`config.mk`:
```
export PLATFORM = sky130hd
export DESIGN_NAME = ntt_addr_seq
export DESIGN_NICKNAME = d
export VERILOG_FILES = /design/src/rtl/ntt_addr_seq.sv
export SDC_FILE = /design/constraint.sdc
export NUM_CORES = 1
export LEC_CHECK = 0
export BUFFER_PORTS_ARGS = -buffer_cell sky130_fd_sc_hd__buf_2
export CAP_MARGIN = 20
export CORE_MARGIN = 2
export CORE_UTILIZATION = 50
export DETAILED_ROUTE_END_ITERATION = 8
export GPL_TIMING_DRIVEN = 0
export PLACE_DENSITY = 0.83
export SYNTH_ARGS = -nofsm -noshare
export SYNTH_HDL_FRONTEND = slang
export SYNTH_SLANG_ARGS = --single-unit
```
`constraint.sdc`:
```
create_clock -name clk -period 3.25 [get_ports clk]
set_input_delay 0.65 -clock clk [delete_from_list [all_inputs] [get_ports clk]]
set_output_delay 0.65 -clock clk [all_outputs]
set_load 0.02 [all_outputs]
```
`src/rtl/ntt_addr_seq.sv`:
```
// NTT butterfly address sequencer.
// Issues ROM addresses 0..127 as four 32-entry stages separated by idle gaps.
// It then drains the butterfly pipeline and pulses done.
// wr_ena is rom_rd delayed by the ROM read cycle plus the butterfly pipeline depth.
module ntt_addr_seq #(
    parameter int PIPE_LAT  = 4,
    parameter int STAGE_GAP = 4
) (
    input  logic       clk,
    input  logic       rst_n,
    input  logic       start,
    input  logic       stall,
    output logic [6:0] rom_addr,
    output logic       rom_rd,
    output logic       wr_ena,
    output logic [1:0] stage,
    output logic       busy,
    output logic       done
);

    // Delay from issue to write-back: one ROM read cycle plus the pipeline.
    localparam int DLY     = PIPE_LAT + 1;
    // One down-counter times both the stage gaps and the drain.
    localparam int CNT_MAX = (PIPE_LAT > STAGE_GAP) ? PIPE_LAT : STAGE_GAP;
    localparam int CNT_W   = $clog2(CNT_MAX + 1);

    typedef enum logic [2:0] {
        IDLE,
        RUN,
        GAP,
        DRAIN,
        DONE
    } state_t;

    state_t           state;
    logic [CNT_W-1:0] cnt;
    logic [DLY-1:0]   dly;
    logic [6:0]       addr_inc;

    assign addr_inc = rom_addr + 7'd1;
    assign wr_ena   = dly[DLY-1];

    // Control FSM. stall is sampled on the edge that opens an issue slot.
    // rom_rd therefore describes the issue decided on that edge.
    always_ff @(posedge clk or negedge rst_n) begin
        if (!rst_n) begin
            state    <= IDLE;
            rom_addr <= '0;
            stage    <= '0;
            rom_rd   <= 1'b0;
            busy     <= 1'b0;
            done     <= 1'b0;
            cnt      <= '0;
        end else begin
            done <= 1'b0;
            case (state)
                IDLE: begin
                    if (start) begin
                        state    <= RUN;
                        rom_addr <= '0;
                        stage    <= '0;
                        rom_rd   <= !stall;
                        busy     <= 1'b1;
                    end
                end
                RUN: begin
                    if (rom_rd) begin
                        if (rom_addr == 7'd127) begin
                            // Last address issued; hold it while the pipeline empties.
                            state  <= DRAIN;
                            rom_rd <= 1'b0;
                            cnt    <= CNT_W'(PIPE_LAT);
                        end else if (rom_addr[4:0] == 5'd31) begin
                            // End of a 32-entry stage; the address advances on exit.
                            state  <= GAP;
                            rom_rd <= 1'b0;
                            cnt    <= CNT_W'(STAGE_GAP - 1);
                        end else begin
                            rom_addr <= addr_inc;
                            stage    <= addr_inc[6:5];
                            rom_rd   <= !stall;
                        end
                    end else begin
                        // Stalled slot: the address holds until the issue goes out.
                        rom_rd <= !stall;
                    end
                end
                GAP: begin
                    // Fixed-length gap; stall neither extends nor shortens it.
                    if (cnt == '0) begin
                        state    <= RUN;
                        rom_addr <= addr_inc;
                        stage    <= addr_inc[6:5];
                        rom_rd   <= !stall;
                    end else begin
                        cnt <= cnt - 1'b1;
                    end
                end
                DRAIN: begin
                    if (cnt == '0) begin
                        state <= DONE;
                        busy  <= 1'b0;
                        done  <= 1'b1;
                    end else begin
                        cnt <= cnt - 1'b1;
                    end
                end
                DONE: begin
                    state    <= IDLE;
                    rom_addr <= '0;
                    stage    <= '0;
                end
                default: begin
                    state <= IDLE;
                end
            endcase
        end
    end

    // Write-enable delay line. It keeps shifting regardless of stall.
    // Reset empties it, so an aborted pass leaves no pending writes.
    always_ff @(posedge clk or negedge rst_n) begin
        if (!rst_n) begin
            dly <= '0;
        end else begin
            dly[0] <= rom_rd;
            for (int i = 1; i < DLY; i++) begin
                dly[i] <= dly[i-1];
            end
        end
    end

endmodule
```
[Yosys cells after proc, flatten, opt, wreduce, memory -nomap -nowiden]
Cells that the tools add are included.
Word-level totals
  bits in registers: 23
  input port bits: 4
Operators by class
  add/sub/neg operators: 2
  eq/ne operators: 14
  multiplexer cells: 35
  reduce and logical (&&, ||, !) cells: 13
Operators with widths (number)
  7-bit two-way mux: 5
  3-bit two-way mux: 10
  7-bit one-hot mux with 4 select lines: 1
  2-bit inequality test, second input constant: 7
  3-bit one-hot mux with 4 select lines: 1
  2-bit two-way mux: 5
  1-bit two-way mux: 9
  2-bit one-hot mux with 4 select lines: 1
  7-bit by 1-bit adder with 7-bit output, second input constant: 1
  7-bit equality test, second input constant: 1
  3-bit by 2-bit equality test with 1-bit output, second input constant: 2
  3-bit logical NOT: 2
  3-bit one-hot mux with 2 select lines: 1
  3-bit AND reduction: 2
  6-bit AND reduction: 1
  5-bit equality test, second input constant: 1
  5-bit AND reduction: 1
  4-bit AND reduction: 1
  2-bit nonzero test: 2
  4-bit nonzero test: 1
  3-bit by 1-bit equality test with 1-bit output, second input constant: 1
  3-bit equality test, second input constant: 1
  3-bit inequality test, second input constant: 1
  1-bit one-hot mux with 3 select lines: 1
  5 further kinds: 5

[Longest topological paths before layout]
Gate-level depths: netlist of run 1.
  word-level depth: 5
  gate-level depth with buffers: 8

[Worst setup path before layout of run 1]
No wires, ideal clock.
  kind: reg-to-reg
  from: reg rom_addr[0]
  to: reg cnt[1]
  arrival: 1878 ps
  required time: 3122 ps
  slack: 1245 ps
  cell stages (with the launch flop): 8
  path buffers: 0
  period minus slack after synthesis: 2005 ps
  cell sequence: dfrtp_1 ha_1 nand3_2 clkinv_2 ha_1 a21o_1 a21boi_2 mux2_1
On the way
  longest elaborated chain between the ends: 4
  elaborated cells on any way between the ends: 7
  classes of those cells: 3 x eq/ne; 3 x mux; 1 x reduce/logical
Ends and longest elaborated chain
  from (decl): RTL line 13  | output logic [6:0] rom_addr,
  from (signal assigned): RTL line 79  | rom_addr <= addr_inc;
  from (signal assigned): RTL line 92  | rom_addr <= addr_inc;
  7-bit equality test: RTL line 68  | if (rom_addr == 7'd127) begin
  3-bit two-way mux: RTL line 68
  3-bit two-way mux: RTL line 67  | if (rom_rd) begin
  3-bit one-hot mux with 2 select lines: RTL line 56  | case (state)
  to (signal assigned): RTL line 72  | cnt <= CNT_W'(PIPE_LAT);
  to (signal assigned): RTL line 77  | cnt <= CNT_W'(STAGE_GAP - 1);
  to (signal assigned): RTL line 96  | cnt <= cnt - 1'b1;
  to (decl): RTL line 36  | logic [CNT_W-1:0] cnt;
Several ways; a longest one is shown, not always the timed one. The select of a mux whose other input is x is not followed.
A chain may end at the register's enable or synchronous reset.

[Worst setup path after layout of run 1]
Same ends and word-level chain as after synthesis.

==> impl_metrics.prom, run 1 <==
# TYPE chip_impl_metric gauge
chip_impl_metric{name="rrSetupSlack",unit="ns"} 1.13
chip_impl_metric{name="clk_pin_slew_worst_paths",unit="ns"} 0.12
chip_impl_metric{name="largest_net_degree_at_the_start_of_global_routing",unit=""} 22
chip_impl_info{name="regToRegStartpoint",value="rom_addr[0]$_DFFE_PN0P_"} 1
chip_impl_metric{name="ys_seq_elements",unit=""} 21
chip_impl_metric{name="yosysUniqueCellTypes",unit=""} 41
chip_impl_metric{name="globalRouteMet2Util",unit=""} 0.300
chip_impl_metric{name="max_slew_margin",unit=""} 0.684
chip_impl_metric{name="ioPinCount",unit=""} 17
chip_impl_info{name="clock-root-buffer",value="clkbuf_4"} 1
chip_impl_info{name="setup.worst_path.class",value="reg2reg"} 1
chip_impl_metric{name="maxCapViolCount",unit=""} 0
chip_impl_metric{name="grtUsageTotal",unit=""} 0.184
chip_impl_metric{name="first_pass_grt_wire_length",unit="um"} 3730
chip_impl_metric{name="die_h",unit="um"} 52.4
chip_impl_metric{name="global_route.overflow_total",unit=""} 0
chip_impl_metric{name="postCtsHoldBufs",unit=""} 0
chip_impl_metric{name="coreArea",unit="mm2"} 0.00221
chip_impl_metric{name="place_congestion",unit=""} 0.856
chip_impl_metric{name="crit_fanout",unit=""} 5
chip_impl_info{name="timing.critical_path.slowest_stage_cell",value="dfrtp_1"} 1
chip_impl_metric{name="power.ir.vdd_worst",unit="V"} 0.000594
chip_impl_info{name="ys_top_cells_by_area",value="dfrtp_1, nor2_1, ha_1"} 1
chip_impl_info{name="cp_common_cell",value="ha_1"} 1
chip_impl_info{name="grt_setup_unrepaired",value="no"} 1
chip_impl_metric{name="number_of_global_route_vias_before_repair",unit=""} 862
chip_impl_metric{name="cts_num_sinks",unit=""} 21
chip_impl_info{name="synth-main-ff-cell",value="dfrtp_1"} 1
chip_impl_metric{name="synth_enable_flop_cells",unit=""} 0
chip_impl_metric{name="drc",unit=""} 0
chip_impl_metric{name="async_s_r_ff_share_synth",unit=""} 1.00
chip_impl_info{name="start_kind",value="flop"} 1
chip_impl_metric{name="area_growth",unit="%"} 12.4
chip_impl_metric{name="wirelength",unit="um"} 2210
chip_impl_metric{name="worst-slew-pin-transition",unit="ns"} 0.474
chip_impl_metric{name="seq_area_frac_synth",unit=""} 0.448
chip_impl_metric{name="design.die.area",unit="mm2"} 0.00275
chip_impl_metric{name="critPathRequiredTime",unit="ns"} 3.44
chip_impl_metric{name="syn_inst",unit=""} 114
chip_impl_info{name="busiest_layer",value="met2"} 1
chip_impl_metric{name="gr-usage-met3",unit=""} 0.0257
chip_impl_info{name="outcome",value="completed"} 1
chip_impl_metric{name="wl_per_cell",unit="um"} 13.6
chip_impl_metric{name="reg2regPathDepth",unit=""} 7
chip_impl_metric{name="row_count",unit=""} 17
chip_impl_info{name="synth_commonest_cells",value="dfrtp_1, nor2_1, inv_1, a21oi_1, nand2_1"} 1
chip_impl_metric{name="gr-usage-met1",unit=""} 0.245
chip_impl_metric{name="vias_per_cell",unit=""} 5.67
chip_impl_metric{name="finish.net_count",unit=""} 143
chip_impl_metric{name="min_period",unit="ns"} 2.12
chip_impl_metric{name="cts_max_level",unit=""} 1
chip_impl_metric{name="cellLeakagePower",unit="nW"} 0.624
chip_impl_metric{name="dr_total_vias",unit=""} 919
chip_impl_metric{name="num_antenna_cells",unit=""} 0
chip_impl_metric{name="post_cts_resized",unit=""} 0
chip_impl_metric{name="critPathMaxStageDelay",unit="ns"} 0.44
chip_impl_metric{name="portBuffers",unit=""} 16
chip_impl_metric{name="timing.final.max_slew_violations",unit=""} 0
chip_impl_metric{name="hpwl",unit="um"} 1660
chip_impl_metric{name="synthesis.area",unit="mm2"} 0.00117
chip_impl_metric{name="fin_crit_sh",unit=""} 0.653
chip_impl_info{name="endpoint_kind",value="flop"} 1
chip_impl_metric{name="antenna_violating_nets_post_route",unit=""} 0
chip_impl_info{name="crit_path_cell_trace",value="ha_1 -> nand3_2 -> clkinv_2 -> ha_1 -> a21o_1 -> a21boi_2 -> mux2_1"} 1
chip_impl_metric{name="die_w",unit="um"} 52.4
chip_impl_info{name="min_path_type",value="in2async"} 1
chip_impl_metric{name="mean_instance_size_in_the_synthesized_netlist",unit="um2"} 10.3
chip_impl_metric{name="drtIter0Drc",unit=""} 14
chip_impl_metric{name="layout-drive-gt1-share",unit=""} 0.284
chip_impl_metric{name="synth_nets",unit=""} 122
chip_impl_metric{name="ctsLongestPathBuffers",unit=""} 2
chip_impl_metric{name="setup_viol_count_final",unit=""} 0
chip_impl_metric{name="arrival_time_worst_endpoint",unit="ns"} 2.32
chip_impl_metric{name="drt-pass1-iter-count",unit=""} 4
chip_impl_metric{name="initial_core_util",unit=""} 0.530
chip_impl_metric{name="maxClockFrequency",unit="MHz"} 471
chip_impl_metric{name="synth.top_cell.area_share",unit=""} 0.448
chip_impl_metric{name="nFillCells",unit=""} 208
chip_impl_metric{name="worst_skew_pair.late_latency",unit="ns"} 0.31
chip_impl_metric{name="finalSetupTns",unit="ns"} 0
chip_impl_info{name="post-synth-top-area-cell",value="dfrtp_1"} 1
chip_impl_metric{name="antenna_violations_before_repair",unit=""} 0
chip_impl_metric{name="layout.core_utilization",unit=""} 0.596
chip_impl_metric{name="post_cts_setup_buffer_count",unit=""} 0
chip_impl_info{name="worst_flop_to_flop_path_endpoint",value="cnt[1]$_DFFE_PN0P_"} 1
chip_impl_metric{name="yosys_warnings",unit=""} 0
chip_impl_info{name="cts_tree",value="built"} 1
chip_impl_metric{name="p_per_area",unit="mW/mm2"} 653
chip_impl_metric{name="final-hold-violation-count",unit=""} 0
chip_impl_metric{name="total_cts_buffers",unit=""} 3
chip_impl_info{name="synthMostInstantiatedCell",value="dfrtp_1"} 1
chip_impl_metric{name="clock-skew-final",unit="ns"} 0.0128
where the power goes:
part | internal [mW] | leakage, nW | switching [mW]
Clock | 0.0470 | 0.0139 | 0.0794
Combinational | 0.144 | 0.356 | 0.189
Sequential | 0.326 | 0.254 | 0.0744
cells by family after synthesis:
| kind of cell | count (synthesis) | synth area share |
|---|---|---|
| xor+xnor | 1 | 0.00747 |
| flops | 21 | 0.448 |
| buf+inv | 15 | 0.0694 |
| fa+ha+maj | 4 | 0.0427 |
| simple gates | 38 | 0.193 |
| mux | 4 | 0.0363 |
| compound gates | 31 | 0.203 |
worst max-delay path, delay by kind of cell, from the launching register on:
kind / cells / cell delay, ns
adder cells (fa/ha/maj): 2 / 0.52
AO/OA/AOI/OAI: 2 / 0.45
flip-flops: 1 / 0.44
multiplexers: 1 / 0.34
AND/OR/NAND/NOR: 1 / 0.13
buffers and inverters: 1 / 0.11
worst max path at each step:
stage / start / to / slack [ns] / cells after the start
5_1_grt: rom_addr[0]$_DFFE_PN0P_ / cnt[1]$_DFFE_PN0P_ / 1.02 / 7
6_report: rom_addr[0]$_DFFE_PN0P_ / cnt[1]$_DFFE_PN0P_ / 1.13 / 7
4_1_cts: rom_addr[0]$_DFFE_PN0P_ / cnt[1]$_DFFE_PN0P_ / 1.13 / 7
2_1_floorplan: rom_addr[0]$_DFFE_PN0P_ / cnt[1]$_DFFE_PN0P_ / 1.24 / 7
3_3_place_gp: rom_addr[0]$_DFFE_PN0P_ / cnt[1]$_DFFE_PN0P_ / 1.22 / 7
3_5_place_dp: rom_addr[0]$_DFFE_PN0P_ / cnt[1]$_DFFE_PN0P_ / 1.17 / 7
through the flow:
stage                     power, mW  setup slack [ns]  cells  hold slack [ns]  instance area, um2
final                         0.860              1.13    162            0.270                1320
after CTS                     0.871              1.13    162            0.283                1320
after global routing          0.930              1.02    162            0.286                1320
after detailed placement      0.743              1.17    158            0.336                1290
after global placement        0.726              1.22    158            0.333                1290
after floorplan               0.646              1.24    114            0.331                1170
routing by layer:
metal  part of all wire  up-vias
met5                  0        -
met4              0.020        0
met3              0.039        5
met2               0.48       20
met1               0.46      450
li1                   -      444
layout by cell type, fill, tap and decap left out, drive strengths merged, types with 2 or more instances in the layout:
cell type / instances
buf: 22
a21o: 2
a21oi: 7
nand4bb: 2
mux2i: 2
a211oi: 5
dfrtp: 21
o31ai: 2
inv: 8
nand3: 3
ha: 4
clkbuf: 3
a21boi: 2
mux2: 2
o31a: 2
nand2: 6
and3: 2
a31oi: 2
nor2: 14
nor3: 5
o21ai: 5
registers in the layout, summed over array words and instances (netlist names):
signal	flops
busy	1
cnt	3
dly	5
done	1
rom_addr	7
rom_rd	1
state	3
cell type report:
cell class / instances / area (um2) / area share
Multi-Input combinational cell: 78 / 566 / 0.429
Clock buffer: 3 / 22.5 / 0.0171
Buffer: 6 / 46.3 / 0.0351
Timing Repair Buffer: 16 / 80.1 / 0.0608
Clock inverter: 1 / 7.51 / 0.00570
Sequential cell: 21 / 526 / 0.399
Tap cell: 28 / 35.0 / 0.0266
Inverter: 9 / 35.0 / 0.0266
Power figures use the tool's default switching activity.
==> run 2, diff against run 1 <==
--- a/config.mk
+++ b/config.mk
@@ -11,7 +11,7 @@
 export CORE_UTILIZATION = 50
 export DETAILED_ROUTE_END_ITERATION = 8
 export GPL_TIMING_DRIVEN = 0
-export PLACE_DENSITY = 0.83
+export PLACE_DENSITY = 0.86
 export SYNTH_ARGS = -nofsm -noshare
 export SYNTH_HDL_FRONTEND = slang
 export SYNTH_SLANG_ARGS = --single-unit
==> constraint.sdc (replaced) <==
create_clock -name clk -period 1.9 [get_ports clk]
set_input_delay 0.38 -clock clk [delete_from_list [all_inputs] [get_ports clk]]
set_output_delay 0.38 -clock clk [all_outputs]
set_load 0.02 [all_outputs]
==> run 2 against run 1 <==
Effect of this change: highest routed layer unchanged; count of clock-buffer cells in the layout grew 1; critical path type unchanged; core utilization grew 1.9 points; sequential power increased by 69%; flip-flop and latch count is the same; largest cell class unchanged.
==> impl_metrics.prom, run 2 (synthesis gave the netlist of run 1 again) <==
# TYPE chip_impl_metric gauge
chip_impl_metric{name="crit_fanout",unit=""} 5
chip_impl_metric{name="met1Wirelength",unit="um"} 998
chip_impl_metric{name="finalWorstSetupSlack",unit="ns"} 0.0681
chip_impl_metric{name="max_slew_margin",unit=""} 0.693
chip_impl_metric{name="worst_skew_pair.late_latency",unit="ns"} 0.31
chip_impl_info{name="clock-root-buffer",value="clkbuf_4"} 1
chip_impl_metric{name="grtUsageTotal",unit=""} 0.204
chip_impl_metric{name="wl_met3",unit="um"} 92
chip_impl_info{name="worst_setup_path_startpoint",value="rom_addr[0]$_DFFE_PN0P_"} 1
chip_impl_metric{name="drt-pass1-iter-count",unit=""} 4
chip_impl_metric{name="power.ir.vdd_worst",unit="V"} 0.000827
chip_impl_info{name="start_kind",value="flop"} 1
chip_impl_metric{name="clkPwrFrac",unit=""} 0.139
chip_impl_info{name="crit_path_cell_trace",value="ha_2 -> nand3_2 -> inv_4 -> ha_2 -> a21o_1 -> a21boi_2 -> mux2_1"} 1
chip_impl_info{name="most_common_cell_after_layout_fill_and_taps_aside",value="dfrtp_1"} 1
chip_impl_metric{name="setup_viol_count_final",unit=""} 0
chip_impl_metric{name="cts_max_level",unit=""} 1
chip_impl_metric{name="pre_cts_slack",unit="ns"} -0.0499
chip_impl_info{name="path_delay_family",value="flip-flops"} 1
chip_impl_metric{name="antenna_violating_nets_post_route",unit=""} 0
chip_impl_metric{name="p_per_area",unit="mW/mm2"} 1140
chip_impl_info{name="min_path_type",value="in2async"} 1
chip_impl_info{name="endpoint_kind",value="flop"} 1
chip_impl_metric{name="cts_num_sinks",unit=""} 21
chip_impl_info{name="worst_flop_to_flop_path_endpoint",value="cnt[1]$_DFFE_PN0P_"} 1
chip_impl_metric{name="cp.buffers_inverters",unit=""} 1
chip_impl_metric{name="timing.final.max_slew_violations",unit=""} 0
chip_impl_info{name="regToRegStartpoint",value="rom_addr[0]$_DFFE_PN0P_"} 1
chip_impl_metric{name="finalPower",unit="mW"} 1.55
chip_impl_metric{name="sequentialPowerShare",unit=""} 0.435
chip_impl_info{name="layout.cells.most_common_list",value="dfrtp_1, buf_2, nor2_1, buf_4, inv_1"} 1
chip_impl_metric{name="total_cts_buffers",unit=""} 3
chip_impl_metric{name="dr_wl_met2",unit="um"} 1160
chip_impl_metric{name="ioPinCount",unit=""} 17
chip_impl_metric{name="clk_pin_slew_worst_paths",unit="ns"} 0.11
chip_impl_info{name="cp_common_cell",value="ha_2"} 1
chip_impl_metric{name="comb_power_share",unit=""} 0.425
chip_impl_metric{name="global_route.overflow_total",unit=""} 0
chip_impl_metric{name="coreArea",unit="mm2"} 0.00221
chip_impl_metric{name="flip_flop_count_of_the_largest_register_after_layout",unit=""} 7
chip_impl_metric{name="cellLeakagePower",unit="nW"} 0.642
chip_impl_metric{name="maxClockFrequency",unit="MHz"} 546
chip_impl_metric{name="initial_core_util",unit=""} 0.530
chip_impl_metric{name="worst-slew-pin-transition",unit="ns"} 0.461
chip_impl_metric{name="place_congestion",unit=""} 0.862
chip_impl_metric{name="finish.net_count",unit=""} 148
chip_impl_metric{name="layout-drive-gt1-share",unit=""} 0.331
chip_impl_metric{name="drc",unit=""} 0
chip_impl_metric{name="first_pass_grt_wire_length",unit="um"} 3930
chip_impl_info{name="cts_tree",value="built"} 1
chip_impl_metric{name="ctsLongestPathBuffers",unit=""} 2
chip_impl_metric{name="die_h",unit="um"} 52.4
chip_impl_metric{name="wl_per_cell",unit="um"} 13.9
chip_impl_metric{name="vias_per_cell",unit=""} 5.62
chip_impl_metric{name="cp_num_cells",unit=""} 7
chip_impl_info{name="outcome",value="completed"} 1
chip_impl_metric{name="reg2regPathDepth",unit=""} 7
chip_impl_metric{name="num_antenna_cells",unit=""} 0
chip_impl_metric{name="maxCapViolCount",unit=""} 0
chip_impl_info{name="grt_setup_unrepaired",value="no"} 1
chip_impl_metric{name="row_count",unit=""} 17
chip_impl_info{name="largest-register",value="rom_addr"} 1
chip_impl_metric{name="hpwl",unit="um"} 1730
chip_impl_metric{name="dr_total_vias",unit=""} 938
chip_impl_metric{name="arrival_time_worst_endpoint",unit="ns"} 2.04
chip_impl_metric{name="switching_power_total",unit="mW"} 0.607
chip_impl_metric{name="clock-skew-final",unit="ns"} 0.000819
chip_impl_metric{name="min_period",unit="ns"} 1.83
chip_impl_metric{name="portBuffers",unit=""} 16
chip_impl_metric{name="intPower",unit="mW"} 0.944
chip_impl_metric{name="drtIter0Drc",unit=""} 15
chip_impl_metric{name="critPathMaxStageDelay",unit="ns"} 0.42
chip_impl_info{name="critPathCapture",value="cnt[1]$_DFFE_PN0P_"} 1
chip_impl_metric{name="layout.core_utilization",unit=""} 0.615
chip_impl_info{name="timing.critical_path.slowest_stage_cell",value="dfrtp_2"} 1
chip_impl_metric{name="antenna_violations_before_repair",unit=""} 0
chip_impl_metric{name="holdWs",unit="ns"} 0.00168
chip_impl_info{name="biggest_regs",value="rom_addr x7, dly x5"} 1
chip_impl_metric{name="fin_crit_sh",unit=""} 0.964
chip_impl_metric{name="finalSetupTns",unit="ns"} 0
chip_impl_metric{name="final-hold-violation-count",unit=""} 0
chip_impl_info{name="setup.worst_path.class",value="reg2reg"} 1
chip_impl_metric{name="wirelength",unit="um"} 2330
chip_impl_metric{name="area_growth",unit="%"} 16.0
chip_impl_info{name="top_layer",value="met4"} 1
chip_impl_metric{name="number_of_global_route_vias_before_repair",unit=""} 925
chip_impl_metric{name="die_w",unit="um"} 52.4
chip_impl_metric{name="critPathRequiredTime",unit="ns"} 2.10
chip_impl_metric{name="power.switching_fraction",unit=""} 0.392
chip_impl_metric{name="design.die.area",unit="mm2"} 0.00275
chip_impl_metric{name="rrSetupSlack",unit="ns"} 0.07
chip_impl_metric{name="largest_net_degree_at_the_start_of_global_routing",unit=""} 22
[run 2: changes by cell type in the layout (fill, tap and decap cells not counted)]
| cell | previous run | this run |
|---|---|---|
| buf_4 | 4 | 9 |
| inv_4 | 0 | 1 |
| dfrtp_1 | 21 | 19 |
| ha_1 | 4 | 2 |
| clkbuf_1 | 0 | 1 |
| clkinvlp_4 | 1 | 0 |
| dfrtp_2 | 0 | 2 |
| ha_2 | 0 | 2 |
| clkinv_2 | 1 | 0 |
[run 2: worst register-to-register path: stages, from the launching register on]
cell and delay [ns]:
dfrtp_2 0.42, ha_2 0.21, nand3_2 0.14, inv_4 0.06, ha_2 0.21, a21o_1 0.19, a21boi_2 0.17, mux2_1 0.33
[run 2: power by group through the flow]
stage | clock, mW | combinational [mW] | sequential [mW]
2_1_floorplan | 0 | 0.369 | 0.745
3_3_place_gp | 0 | 0.565 | 0.685
3_5_place_dp | 0 | 0.600 | 0.699
4_1_cts | 0.225 | 0.657 | 0.676
5_1_grt | 0.237 | 0.739 | 0.695
6_report | 0.216 | 0.660 | 0.675
[run 2: how the worst min path moves through the flow]
stage	cells past startpoint	slack (ns)	from	to
6_report	1	0.002	rst_n	dly[4]$_DFF_PN0_
3_5_place_dp	0	0.34	dly[3]$_DFF_PN0_	dly[4]$_DFF_PN0_
4_1_cts	1	0.01	rst_n	rom_addr[3]$_DFFE_PN0P_
5_1_grt	1	0.04	rst_n	dly[1]$_DFF_PN0_
3_3_place_gp	0	0.33	dly[0]$_DFF_PN0_	dly[1]$_DFF_PN0_
2_1_floorplan	0	0.08	rst_n	busy$_DFFE_PN0P_
[run 2: per-layer routing]
layer | global-route usage | up-vias
li1 | - | 453
met1 | 0.236 | 453
met2 | 0.354 | 25
met3 | 0.0257 | 7
met4 | 0.128 | 0
met5 | 0 | -
[run 2: stage by stage]
step | area [um2] | instances
after floorplan | 1180 | 114
after detailed placement | 1290 | 158
after global routing | 1360 | 167
after CTS | 1350 | 166
after global placement | 1290 | 158
final | 1360 | 167
[run 2: area by class of cell]
cell class | instances | area, um2
repair buffers | 21 | 118
plain buffers | 6 | 46.3
multi-input cells | 78 | 571
flip-flops and latches | 21 | 528
fillers | 210 | 852
inverters | 9 | 36.3
well taps | 28 | 35.0
clock buffers | 4 | 26.3
[run 2: timing repair]
action                                  CTS  global route
buffers inserted                          4             1
endpoints found under the hold margin     0             0
pin swaps                                 2             1
endpoints found under the setup margin    3             8
gates resized for setup                   0             1
hold buffers                              0             0
